--- config.mk ---
export PLATFORM = sky130hd
export DESIGN_NAME = sdram_auto_refresh_ctrl
export DESIGN_NICKNAME = d
export VERILOG_FILES = /design/src/rtl/sdram_pkg.sv /design/src/rtl/sdram_refresh_timer.sv /design/src/rtl/sdram_auto_refresh_ctrl.sv
export SDC_FILE = /design/constraint.sdc
export NUM_CORES = 1
export LEC_CHECK = 0
export ABC_AREA = 0
export ABC_CLOCK_PERIOD_IN_PS = 2300
export CAP_MARGIN = 30
export CORE_AREA = 2 2 54 56
export CTS_CLUSTER_SIZE = 8
export DETAILED_ROUTE_END_ITERATION = 10
export DIE_AREA = 0 0 56 58
export PLACE_DENSITY = 0.85
export SETUP_SLACK_MARGIN = 0.4
export SLEW_MARGIN = 40
export SYNTH_ARGS = -nofsm -noshare
export SYNTH_HDL_FRONTEND = slang
export SYNTH_SLANG_ARGS = --single-unit
--- constraint.sdc ---
create_clock -name sys_clk_i -period 2.3 [get_ports sys_clk_i]
set_clock_uncertainty 0.05 [all_clocks]
set_input_delay 0.46 -clock sys_clk_i [delete_from_list [all_inputs] [get_ports sys_clk_i]]
set_output_delay 0.46 -clock sys_clk_i [all_outputs]
set_load 0.05 [all_outputs]
--- src/rtl/sdram_pkg.sv ---
// Shared SDR SDRAM definitions: command encodings, default timings and the
// command/address bus payload used by the init, refresh, read and write sequencers.
package sdram_pkg;

    localparam logic [3:0] CMD_NOP          = 4'b0111;
    localparam logic [3:0] CMD_PRECHARGE    = 4'b0010;
    localparam logic [3:0] CMD_AUTO_REFRESH = 4'b0001;
    localparam logic [3:0] CMD_ACTIVE       = 4'b0011;
    localparam logic [3:0] CMD_READ         = 4'b0101;
    localparam logic [3:0] CMD_WRITE        = 4'b0100;
    localparam logic [3:0] CMD_MRS          = 4'b0000;

    localparam logic [1:0]  BA_ALL   = 2'b11;
    localparam logic [12:0] ADDR_ALL = 13'h1FFF;

    localparam int unsigned TRP_DEF       = 2;
    localparam int unsigned TRFC_DEF      = 7;
    localparam int unsigned CLK_PERIOD_NS = 10;

    typedef struct packed {
        logic [3:0]  cmd;
        logic [1:0]  ba;
        logic [12:0] addr;
    } sdram_bus_t;

    function automatic int unsigned max_u(input int unsigned a, input int unsigned b);
        return (a > b) ? a : b;
    endfunction

endpackage

--- src/rtl/sdram_refresh_timer.sv ---
// Refresh interval counter and request flag; the request is dropped when the
// controller enters PRECHARGE and re-armed only by the next interval wrap.
module sdram_refresh_timer #(
    parameter int unsigned CNT_REF_MAX = 750
) (
    input  logic sys_clk_i,
    input  logic rst_n_i,
    input  logic init_end,
    input  logic ack,
    output logic auto_refresh_req
);

    localparam int unsigned CNT_W = (CNT_REF_MAX > 1) ? $clog2(CNT_REF_MAX) : 1;
    localparam logic [CNT_W-1:0] CNT_LAST = CNT_W'(CNT_REF_MAX - 1);

    logic [CNT_W-1:0] cnt;
    logic             wrap;

    always_ff @(posedge sys_clk_i) begin
        if (!rst_n_i) begin
            cnt              <= '0;
            wrap             <= 1'b0;
            auto_refresh_req <= 1'b0;
        end else begin
            if (!init_end) begin
                cnt  <= '0;
                wrap <= 1'b0;
            end else begin
                wrap <= (cnt == CNT_LAST);
                cnt  <= (cnt == CNT_LAST) ? '0 : cnt + CNT_W'(1);
            end
            // A wrap while still pending simply keeps the flag set.
            if (ack)
                auto_refresh_req <= 1'b0;
            else if (wrap)
                auto_refresh_req <= 1'b1;
        end
    end

endmodule

--- src/rtl/sdram_auto_refresh_ctrl.sv ---
// SDRAM auto-refresh sequencer: requests a refresh every interval and, once
// granted, issues PRECHARGE-ALL followed by AREF_NUM AUTO_REFRESH commands.
module sdram_auto_refresh_ctrl
    import sdram_pkg::*;
#(
    parameter int unsigned CNT_REF_MAX = 750,
    parameter int unsigned TRP         = TRP_DEF,
    parameter int unsigned TRFC        = TRFC_DEF,
    parameter int unsigned AREF_NUM    = 2
) (
    input  logic        sys_clk_i,
    input  logic        rst_n_i,
    input  logic        init_end,
    input  logic        auto_refresh_en,
    output logic        auto_refresh_req,
    output logic        auto_refresh_end,
    output logic [3:0]  auto_refresh_cmd,
    output logic [1:0]  auto_refresh_ba,
    output logic [12:0] auto_refresh_addr
);

    localparam int unsigned WAIT_W = $clog2(max_u(TRP, TRFC) + 1);
    localparam int unsigned AREF_W = $clog2(AREF_NUM + 1);

    typedef enum logic [2:0] {
        S_IDLE,
        S_PCH,
        S_WAIT_RP,
        S_AREF,
        S_WAIT_RFC,
        S_END
    } state_t;

    state_t            state, state_next;
    logic [WAIT_W-1:0] wait_cnt;
    logic [AREF_W-1:0] aref_cnt;
    sdram_bus_t        bus_next, bus_q;
    logic              end_next, end_q;
    logic              pch_entry;

    sdram_refresh_timer #(
        .CNT_REF_MAX (CNT_REF_MAX)
    ) u_timer (
        .sys_clk_i        (sys_clk_i),
        .rst_n_i          (rst_n_i),
        .init_end         (init_end),
        .ack              (pch_entry),
        .auto_refresh_req (auto_refresh_req)
    );

    always_ff @(posedge sys_clk_i) begin
        if (!rst_n_i)
            state <= S_IDLE;
        else
            state <= state_next;
    end

    // Next state, plus the Moore outputs of that state so they can be registered.
    always_comb begin
        state_next    = state;
        end_next      = 1'b0;
        bus_next.cmd  = CMD_NOP;
        bus_next.ba   = BA_ALL;
        bus_next.addr = ADDR_ALL;
        case (state)
            S_IDLE:     if (auto_refresh_en && init_end) state_next = S_PCH;
            S_PCH:      state_next = S_WAIT_RP;
            S_WAIT_RP:  if (wait_cnt == WAIT_W'(TRP - 1)) state_next = S_AREF;
            S_AREF:     state_next = S_WAIT_RFC;
            S_WAIT_RFC: if (wait_cnt == WAIT_W'(TRFC - 1))
                            state_next = (aref_cnt == AREF_W'(AREF_NUM)) ? S_END : S_AREF;
            S_END:      state_next = S_IDLE;
            default:    state_next = S_IDLE;
        endcase
        case (state_next)
            S_PCH:   bus_next.cmd = CMD_PRECHARGE;
            S_AREF:  bus_next.cmd = CMD_AUTO_REFRESH;
            S_END:   end_next     = 1'b1;
            default: ;
        endcase
    end

    // Request is retired on the same edge that moves the FSM into PCH.
    assign pch_entry = (state == S_IDLE) && (state_next == S_PCH);

    always_ff @(posedge sys_clk_i) begin
        if (!rst_n_i) begin
            wait_cnt      <= '0;
            aref_cnt      <= '0;
            bus_q.cmd     <= CMD_NOP;
            bus_q.ba      <= BA_ALL;
            bus_q.addr    <= ADDR_ALL;
            end_q         <= 1'b0;
        end else begin
            wait_cnt <= (state_next != state) ? '0 : wait_cnt + WAIT_W'(1);
            if (state == S_AREF)
                aref_cnt <= aref_cnt + AREF_W'(1);
            else if (state == S_END)
                aref_cnt <= '0;
            bus_q <= bus_next;
            end_q <= end_next;
        end
    end

    assign auto_refresh_cmd  = bus_q.cmd;
    assign auto_refresh_ba   = bus_q.ba;
    assign auto_refresh_addr = bus_q.addr;
    assign auto_refresh_end  = end_q;

endmodule

==> summary.md <==
| Metric | Value |
|---|---|
| Total grt overflow | 0 |
| Post-DP HPWL | 1780 microns |
| Cts bufs inserted | 3 |
| Max-cap violations | 0 |
| Max incr delay on CP | 0.54 ns |
| Via-per-instance ratio | 5.14 |
| Worst Setup Path Type | reg -> out |
| Worst EP arrival | 1.22 ns |
| Gr usage total | 15.9% |
| Met3 Usage GRT | 3.79% |
| Critical Path Source Type | register |
| Vias in the first global route | 908 |
| PwrDens | 599 nW/um^2 |
| First-pass GRT wire length | 4060 microns |
| Synth area leader | dfxtp_1 |
| Crit-path cells | dlygate4sd2_1 |
| RSZ-0062 raised after global routing | false |
| I/O Pins | 25 |
| Post-layout min period | 1.73 ns |
| Mapped cell area | 1260 sq um |
| Top delay family on crit path | buffers and inverters |
| Die height | 58 microns |
| Iter 0 DRT Violations | 17 |
| Met2 usage | 26.9% |
| Hold Buf Count CTS | 0 |
| Netlist cell types | 42 |
| # setup viols final | 0 |
| Root buffer cell | clkbuf_4 |
| Slowest cell on the critical path | dlygate4sd2_1 |
| Routed WL | 2230 microns |
| Met1 usage | 19.1% |
| Synth Register Bits | 24 |
| Top cells by count, synth | dfxtp_1 (24), buf_4 (16), nor2_1 (15), nand2_1 (11), inv_1 (7) |
| Layout cells sized above 1 | 8.22% |
| Final worst-path cycle share | 75.2% |
| Via count | 910 |
| Clock Tree Buf Depth | 2 |
| Max VDD drop | 364 uV |
| CP max FO | 2 |
| First drt pass iteration count | 4 |
| Largest cells by area after synthesis | dfxtp_1 (38%), buf_4 (9.5%), ha_1 (6.0%), nor2_1 (4.5%), nand2_1 (3.3%) |
| Yosys warning total | 0 |
| Most frequent cell after synthesis | dfxtp_1 |
| Layout area overhead | 5.77% |
| Die area | 3250 sq um |
| P_leak | 0.000509 uW |
| Post-synth top area share | 38.2% |
| Largest net degree at the start of global routing | 14 |
| Port bufs | 8 |
| Seq/Total Area, Yosys | 38.2% |
| CTS sink cnt | 24 |
| Initial core utilization | 47.3% |
| Slew Limit Fails | 0 |
| Net count, final | 157 |
| Status | complete, no violations |
| CTS tree | built |
| Total power | 797 uW |
| Util after Layout | 50.0% |
| Avg Inst Size Synth | 9.12 sq um |
| Hold Fails Final Rpt | 0 |
| Core Footprint | 2660 sq um |
| ANT nets after route | 0 |
| Crit. End Element | output pin |
| Worst-Margin Slew | 0.491 ns |
| # diodes | 0 |
| Clk_lat worst skew | 0.32 ns |
| Min-delay worst type | reg -> reg |
| Relative slew slack | 67.1% |
| Main flop type after synthesis | dfxtp_1 |
| # rows | 19 |
| Worst path bufs/invs | 1 |
| Die Wd | 56 microns |
| Async S/R FF share, synth | 0% |
| Max Clock Freq | 0.578 GHz |
| DRC Markers | 0 |
| Fillers | 257 |
| Clock-pin slew on the worst setup and hold paths | 0.13 ns |
| Synthesized instance count | 138 |
| Req. time, crit path | 1.79 ns |
| Routability Congestion | 0.892 |
| Busiest grt layer | met2 |
| H-tree levels | 1 |
| EDFF count, synth | 0 |
| Wire per inst | 12.6 microns |
| Initial antenna violation count | 0 |
| Setup TNS | 0 ns |
[where the power goes]
| part | total (uW) | internal (uW) | switching, uW |
|---|---|---|---|
| logic | 130 | 31.3 | 98.7 |
| registers | 444 | 428 | 15.7 |
| clock network | 224 | 97.0 | 127 |
| total | 797 | 556 | 241 |
[registers in the layout, summed over array words and instances (netlist names)]
name	flops
state	3
u_timer.wrap	1
u_timer.auto_refresh_req	1
u_timer.cnt	10
wait_cnt	3
auto_refresh_end	1
auto_refresh_cmd	3
aref_cnt	2
[final timing paths]
path | cells after the start | end | slack [ns] | startpoint
setup / recovery | 1 | auto_refresh_req | 0.57 | u_timer.auto_refresh_req
hold / removal | 1 | u_timer.auto_refresh_req | 0.43 | u_timer.wrap
setup reg to reg | 5 | u_timer.cnt[4] | 0.69 | u_timer.cnt[0]
hold reg to reg | 1 | u_timer.auto_refresh_req | 0.43 | u_timer.wrap
[metal layers]
| layer | wire length [microns] | share of wire, % |
|---|---|---|
| met1 | 1020 | 46 |
| met5 | 0 | 0 |
| met4 | 47 | 2.1 |
| met3 | 89 | 4.0 |
| met2 | 1070 | 48 |
[what timing repair did]
item,in CTS,in global routing
buffers inserted,0,0
endpoints found under the setup margin,5,0
resized for setup,5,0
[cell usage in the layout, fill, tap and decap left out, drive strengths merged, types with 2 or more instances in the layout]
| master | n |
|---|---|
| nand3 | 4 |
| a21oi | 4 |
| xnor2 | 2 |
| ha | 6 |
| nor2b | 4 |
| dlygate4sd2 | 5 |
| nor3 | 2 |
| clkdlybuf4s50 | 3 |
| nand4 | 4 |
| inv | 7 |
| and2 | 6 |
| conb | 16 |
| clkbuf | 4 |
| dfxtp | 24 |
| nor2 | 15 |
| o21ai | 5 |
| xor2 | 3 |
| nand2 | 11 |
[metrics by stage]
step | cell area [sq um] | setup slack, ns | hold WS, ns | instances
2_1_floorplan | 1310 | 0.952 | 0.382 | 152
3_3_place_gp | 1300 | 0.429 | 0.393 | 173
3_5_place_dp | 1300 | 0.344 | 0.398 | 173
4_1_cts | 1330 | 0.561 | 0.428 | 177
5_1_grt | 1330 | 0.482 | 0.455 | 177
6_report | 1330 | 0.571 | 0.427 | 177
[cells by family after synthesis]
family	after synthesis	synth area share (%)
buffers and inverters	25	12.3
other	2	0.597
AO/OA/AOI/OAI	22	15.3
AND/OR/NAND/NOR	53	23.4
XOR/XNOR	5	3.48
adder cells (fa/ha/maj)	6	5.96
flip-flops	24	38.2
multiplexers	1	0.795
[final cells by class]
class                      instances  area, sq um  share of cell area, %
multi-input combinational        103          676                   50.8
sequential                        24          480                   36.1
timing repair buffer               8         73.8                   5.55
tap                               31         38.8                   2.91
clock buffer                       4         36.3                   2.73
inverter                           7         26.3                   1.97
Note: power is estimated with default switching activity, not from simulation.
